===== config.mk =====
export PLATFORM = sky130hd
export DESIGN_NAME = c3po_gearbox
export DESIGN_NICKNAME = d
export VERILOG_FILES = /design/src/rtl/c3po_gearbox.sv
export SDC_FILE = /design/constraint.sdc
export NUM_CORES = 2
export LEC_CHECK = 0
export CORE_AREA = 2 2 626 628
export CTS_CLUSTER_SIZE = 8
export DETAILED_ROUTE_END_ITERATION = 6
export DIE_AREA = 0 0 628 630
export PLACE_DENSITY_LB_ADDON = 0.1
export SLEW_MARGIN = 10
export SYNTH_ARGS = -nofsm -noshare
export SYNTH_HDL_FRONTEND = slang
export SYNTH_SLANG_ARGS = --single-unit

===== constraint.sdc =====
create_clock -name sig_clock -period 7.8 [get_ports sig_clock]
set_input_delay 1.56 -clock sig_clock [delete_from_list [all_inputs] [get_ports sig_clock]]
set_output_delay 1.56 -clock sig_clock [all_outputs]
set_load 0.03 [all_outputs]

===== src/rtl/c3po_gearbox.sv =====
// c3po_gearbox: wide-to-narrow packet gearbox with port-id filtering and packet counters.
// Optional feature macro C3PO_GB_SAT_CNT_EN: counters saturate when defined, wrap when undefined.
//
// state    | meaning
// ST_IDLE  | no beat held; any input beat is accepted immediately
// ST_SLICE | forwarded beat held; slice slice_k of hold_n is presented on the output
module c3po_gearbox #(
  parameter int IN_BYTES   = 160,
  parameter int OUT_BYTES  = 32,
  parameter int VBC_W      = 8,
  parameter int CNT_SIZE_P = 8
) (
  input  logic                    sig_clock,
  input  logic                    sig_reset_L,
  input  logic                    sig_sop,
  input  logic                    sig_eop,
  input  logic                    sig_val,
  input  logic [VBC_W-1:0]        sig_vbc,
  input  logic [3:0]              sig_id,
  input  logic [IN_BYTES*8-1:0]   sig_data,
  input  logic [3:0]              sig_cfg_port_id,
  input  logic                    sig_o_ready,
  output logic                    sig_ready,
  output logic                    sig_o_sop,
  output logic                    sig_o_eop,
  output logic                    sig_o_val,
  output logic [VBC_W-1:0]        sig_o_vbc,
  output logic [OUT_BYTES*8-1:0]  sig_o_data,
  output logic [CNT_SIZE_P-1:0]   sig_cnt0_val,
  output logic [CNT_SIZE_P-1:0]   sig_cnt1_val,
  output logic                    sig_idle
);

  localparam int IW = IN_BYTES * 8;
  localparam int OW = OUT_BYTES * 8;
  localparam logic [VBC_W-1:0]      IN_BYTES_V  = VBC_W'(IN_BYTES);
  localparam logic [VBC_W-1:0]      OUT_BYTES_V = VBC_W'(OUT_BYTES);
  localparam logic [VBC_W-1:0]      ONE_V       = VBC_W'(1);
  localparam logic [CNT_SIZE_P-1:0] CNT_ONE     = CNT_SIZE_P'(1);

  typedef enum logic {ST_IDLE, ST_SLICE} state_t;
  state_t state, state_nxt;

  logic [IW-1:0]    hold_data;
  logic [VBC_W-1:0] hold_vbc;
  logic [VBC_W-1:0] hold_n;
  logic [VBC_W-1:0] slice_k;
  logic             hold_sop;
  logic             hold_eop;
  logic             pkt_open;
  logic             pkt_fwd;

  logic             accept;
  logic             handoff;
  logic             is_last;
  logic             beat_pass;
  logic             open_nxt;
  logic             fwd_nxt;
  logic             load;
  logic             advance;
  logic             cnt0_inc;
  logic             cnt1_inc;
  logic [VBC_W-1:0] vbc_clamp;
  logic [VBC_W-1:0] n_in;

  logic [IW-1:0]    src_data;
  logic [VBC_W-1:0] src_vbc;
  logic [VBC_W-1:0] src_n;
  logic [VBC_W-1:0] src_k;
  logic             src_sop;
  logic             src_eop;
  logic             src_last;
  logic [VBC_W-1:0] src_vbc_o;
  logic [OW-1:0]    src_raw;
  logic [OW-1:0]    src_slice;

  assign vbc_clamp = (sig_vbc > IN_BYTES_V) ? IN_BYTES_V : sig_vbc;
  assign n_in      = (vbc_clamp == '0) ? ONE_V
                   : VBC_W'((int'(vbc_clamp) + OUT_BYTES - 1) / OUT_BYTES);

  assign is_last   = (slice_k == hold_n - ONE_V);
  assign handoff   = sig_o_val & sig_o_ready;
  assign sig_ready = sig_reset_L & ((state == ST_IDLE) | (is_last & sig_o_ready));
  assign accept    = sig_val & sig_ready;
  assign sig_idle  = (state == ST_IDLE) & !pkt_open;
  assign cnt0_inc  = handoff & sig_o_eop;

  // Packet tracking: the forward decision is latched on sop and reused for the body.
  always_comb begin
    beat_pass = 1'b0;
    cnt1_inc  = 1'b0;
    open_nxt  = pkt_open;
    fwd_nxt   = pkt_fwd;
    if (accept) begin
      if (sig_sop) begin
        fwd_nxt   = (sig_id == sig_cfg_port_id);
        open_nxt  = !sig_eop;
        beat_pass = fwd_nxt;
        cnt1_inc  = !fwd_nxt & sig_eop;
      end else if (pkt_open) begin
        beat_pass = pkt_fwd;
        open_nxt  = !sig_eop;
        cnt1_inc  = !pkt_fwd & sig_eop;
      end
    end
  end

  always_ff @(posedge sig_clock or negedge sig_reset_L) begin
    if (!sig_reset_L) state <= ST_IDLE;
    else              state <= state_nxt;
  end

  always_comb begin
    state_nxt = state;
    load      = 1'b0;
    advance   = 1'b0;
    case (state)
      ST_IDLE: begin
        if (beat_pass) begin
          load      = 1'b1;
          state_nxt = ST_SLICE;
        end
      end
      ST_SLICE: begin
        if (handoff) begin
          if (!is_last)       advance   = 1'b1;
          else if (beat_pass) load      = 1'b1;
          else                state_nxt = ST_IDLE;
        end
      end
      default: state_nxt = ST_IDLE;
    endcase
  end

  // One slicer serves both a freshly accepted beat (slice 0) and the held beat (slice k+1).
  always_comb begin
    src_data  = load ? sig_data  : hold_data;
    src_vbc   = load ? vbc_clamp : hold_vbc;
    src_n     = load ? n_in      : hold_n;
    src_sop   = load ? sig_sop   : hold_sop;
    src_eop   = load ? sig_eop   : hold_eop;
    src_k     = load ? '0        : slice_k + ONE_V;
    src_last  = (src_k == src_n - ONE_V);
    src_vbc_o = OUT_BYTES_V;
    if (src_last) src_vbc_o = VBC_W'(int'(src_vbc) - (int'(src_n) - 1) * OUT_BYTES);
    src_raw   = OW'(src_data >> (int'(src_k) * OW));
    src_slice = '0;
    for (int b = 0; b < OUT_BYTES; b++) begin
      if (b < int'(src_vbc_o)) src_slice[b*8 +: 8] = src_raw[b*8 +: 8];
    end
  end

  always_ff @(posedge sig_clock or negedge sig_reset_L) begin
    if (!sig_reset_L) begin
      hold_data    <= '0;
      hold_vbc     <= '0;
      hold_n       <= '0;
      hold_sop     <= 1'b0;
      hold_eop     <= 1'b0;
      slice_k      <= '0;
      pkt_open     <= 1'b0;
      pkt_fwd      <= 1'b0;
      sig_o_val    <= 1'b0;
      sig_o_sop    <= 1'b0;
      sig_o_eop    <= 1'b0;
      sig_o_vbc    <= '0;
      sig_o_data   <= '0;
      sig_cnt0_val <= '0;
      sig_cnt1_val <= '0;
    end else begin
      pkt_open <= open_nxt;
      pkt_fwd  <= fwd_nxt;
      if (load) begin
        hold_data <= src_data;
        hold_vbc  <= src_vbc;
        hold_n    <= src_n;
        hold_sop  <= src_sop;
        hold_eop  <= src_eop;
      end
      if (load | advance) begin
        slice_k    <= src_k;
        sig_o_val  <= 1'b1;
        sig_o_data <= src_slice;
        sig_o_vbc  <= src_vbc_o;
        sig_o_sop  <= src_sop & (src_k == '0);
        sig_o_eop  <= src_eop & src_last;
      end else if (handoff) begin
        sig_o_val  <= 1'b0;
        sig_o_data <= '0;
        sig_o_vbc  <= '0;
        sig_o_sop  <= 1'b0;
        sig_o_eop  <= 1'b0;
      end
`ifdef C3PO_GB_SAT_CNT_EN
      if (cnt0_inc && (sig_cnt0_val != '1)) sig_cnt0_val <= sig_cnt0_val + CNT_ONE;
      if (cnt1_inc && (sig_cnt1_val != '1)) sig_cnt1_val <= sig_cnt1_val + CNT_ONE;
`else
      if (cnt0_inc) sig_cnt0_val <= sig_cnt0_val + CNT_ONE;
      if (cnt1_inc) sig_cnt1_val <= sig_cnt1_val + CNT_ONE;
`endif
    end
  end

endmodule


==> impl_metrics.ini <==
[outcome]
outcome = finished, final reports clean

[critical_path]
setup.worst_path.start_class = primary input
critPathMaxFanout = 16
crit_arrival_ns = 6.85
worst_setup_path_end_kind = register
reg2regPathDepth = 21
r2r-start = hold_n[0]
rrSetupSlack_ns = 2.09
cp.required_ns = 8.55
critPathKind = in2reg
timing.rr.end = sig_o_data[153]

[drt]
drt_wl_total_um = 414500
post_drt_wl_per_cell_um = 28.32
via_count = 63550
dr.pass1.iters = 5
avgViaCountPerCell = 4.343
drtAntennaViolNets = 0
drcViolationCount = 0
drt_iter0_markers = 4089

[job]
maxCapViolations = 0

[layout]
utilization = 0.2547
area_growth_pct = 39.74
drive_gt1_frac = 0.05396
nets = 10610

[global_routing]
antenna_found_initial = 261
track_usage = 0.2034
grt_pass1_vias = 65900
overflow = 0
grt_pass1_wl_um = 567000
grt_max_degree = 157

[logic_synthesis]
ys_ff_latch = 1592
async_flop_share = 1.000
syn_inst = 7880
yosys-top-cells-area = dfrtp_1 56%, nand2_1 20%, mux2i_1 3.1%, a22oi_1 2.6%, buf_2 1.8%
yosysTopAreaCellShare = 0.5630
synth_top_area_cell = dfrtp_1
synth_fp_nets = 9189
yosys.area_share.xor_xnor = 0.006065
synth_edf_count = 0
synth_flop_cell = dfrtp_1
synth_top_family_by_area = simple AND/OR/NAND/NOR gates
seq_area_frac_synth = 0.5630
synth_cell_types = 84
synthTopCellsByCount = 3,690 x nand2_1, 1,592 x dfrtp_1, 316 x nor2_1
synthMuxAreaShare = 0.03791
synth-simple-area-share = 0.2258
synth_area_sq_um = 70760
synth_compound_area_frac = 0.1270
yosysMostFrequentCell = nand2_1
yosysWarningCount = 0
synth_fa_ha_area_frac = 0.001344
avgSynthCellArea_sq_um = 8.979

[die]
die_y_um = 630
die_w_um = 628
io_pins = 1587
initial_core_util = 0.1823
core_region_area_sq_um = 388200
rows = 229
die_area_sq_um = 395600

[timing]
worstMarginPinSlew_ns = 1.212
whs_ns = 0.4565
skew_ns = 0.07045
slew_viol_final = 0
hold_viol = 0
fin_crit_ns = 6.091
rsz0062_at_grt = no
finalSetupTns_ns = 0
setup_viol = 0
max_freq_ghz = 0.1642
max-slew-margin-rel = 0.1918
period_share = 0.7808

[clock_network]
worstSkewPairLatency_ns = 0.94
ctsHoldBuffers = 0
post_cts_buffers = 0
cts_inserted_buffers = 229
cts_tree = done
clock_path_buffers = 4
htreeDepth = 4
cts_resized = 0
clkSlewWorstSetupHoldPaths_ns = 0.06
clock-sinks = 1592
root_buffer = clkbuf_16

[pwr]
p_per_area_nw_per_um2 = 337.4
leakagePower_nw = 47.07
ir_drop_mv = 0.1945
clockPowerShare = 0.283
p_sw_frac = 0.3771
combPwrFrac = 0.315
p_int_mw = 20.78
switchingPower_mw = 12.58
p_seq_frac = 0.402

[worst_hold_path]
hp-start = hold_data[366]
hp-class = reg2reg
holdPathEnd = hold_data[366]
hold_path_depth = 2

[placement]
routabilityCongestion = 0.8226
dp_hpwl_um = 305500
port-buffer-count = 1586
cell usage in the layout (no fill, tap or decap), types with 87 or more instances in the layout:
master / n
clkdlybuf4s50_1: 1585
a211o_1: 104
dfrtp_1: 1591
mux2i_1: 213
a211oi_1: 163
nand2_1: 3690
a22o_1: 117
nor2_1: 311
a22oi_1: 246
o21ai_0: 87
buf_4: 113
clkbuf_16: 231
inv_1: 97
a21oi_1: 90
flip-flops by register name (all words and copies together) (netlist names):
signal        flops
pkt_open          1
hold_eop          1
hold_sop          1
sig_o_val         1
pkt_fwd           1
hold_n            8
hold_data      1280
sig_o_sop         1
sig_o_vbc         8
sig_o_eop         1
state             1
sig_cnt0_val      8
hold_vbc          8
sig_cnt1_val      8
slice_k           8
sig_o_data      256
worst max-delay path by stage:
stage	from	depth (start not counted)	to	slack (ns)
after floorplan	sig_sop	23	sig_o_data[207]	1.38
after global placement	sig_cfg_port_id[3]	19	sig_o_data[140]	0.42
after detailed placement	sig_cfg_port_id[3]	19	sig_o_data[15]	0.66
after CTS	sig_cfg_port_id[3]	19	sig_o_data[15]	1.63
after global routing	sig_cfg_port_id[3]	19	sig_o_data[15]	1.32
final	sig_cfg_port_id[3]	19	sig_o_data[153]	1.71
per-stage QoR:
| step | total power, mW | setup WS [ns] | std cells | instance area (sq um) |
|---|---|---|---|---|
| after floorplan | 18.68 | 1.381 | 7880 | 70760 |
| after global placement | 24.25 | 0.4167 | 14270 | 92390 |
| after detailed placement | 24.38 | 0.6556 | 14270 | 92400 |
| after CTS | 34.12 | 1.629 | 14560 | 98680 |
| after global routing | 35.52 | 1.319 | 14600 | 98780 |
| final | 33.37 | 1.709 | 14640 | 98880 |
power groups by stage:
| stage | combinational [mW] | clock (mW) | sequential (mW) |
|---|---|---|---|
| 2_1_floorplan | 4.93 | 0 | 13.8 |
| 3_3_place_gp | 10.7 | 0 | 13.5 |
| 3_5_place_dp | 10.8 | 0 | 13.6 |
| 4_1_cts | 10.8 | 9.82 | 13.5 |
| 5_1_grt | 11.6 | 10.1 | 13.8 |
| 6_report | 10.5 | 9.44 | 13.4 |
worst max-delay path, stage by stage:
cell and delay [ns]:
clkdlybuf4s50_1 0.51, xnor2_1 0.13, nand4_1 0.30, buf_4 0.30, o21ai_0 0.25, nand4_2 0.18
o21a_4 0.27, buf_4 0.20, o21ai_0 0.27, inv_1 0.10, ha_1 0.20, fa_1 0.40
xor2_1 0.27, nand4_1 0.13, mux2i_1 0.38, o2111a_2 0.32, buf_4 0.37, o21ai_2 0.31
a32o_1 0.33
cells by family after synthesis:
family                   count (synthesis)
AO/OA/AOI/OAI                         1185
XOR/XNOR                                49
adder cells (fa/ha/maj)                  7
buffers and inverters                  636
flip-flops                            1592
multiplexers                           262
AND/OR/NAND/NOR                       4149
area by class of cell:
type,count,area (sq um)
inverters,98,367.9
clock inverters,16,285.3
flip-flops and latches,1592,39840
diodes,79,197.7
well taps,5197,6502
clock buffers,270,5997
fillers,42050,289400
multi-input cells,5652,28300
repair buffers,1731,17380
routing by layer:
metal	wire length (um)	global-route usage	vias to the layer above
met1	167300	0.2420	31870
met4	14540	0.06324	140
li1	-	-	28870
met5	916	0	-
met3	23430	0.04666	737
met2	208300	0.3604	1943
No activity file was read; power rests on OpenSTA's default activity.
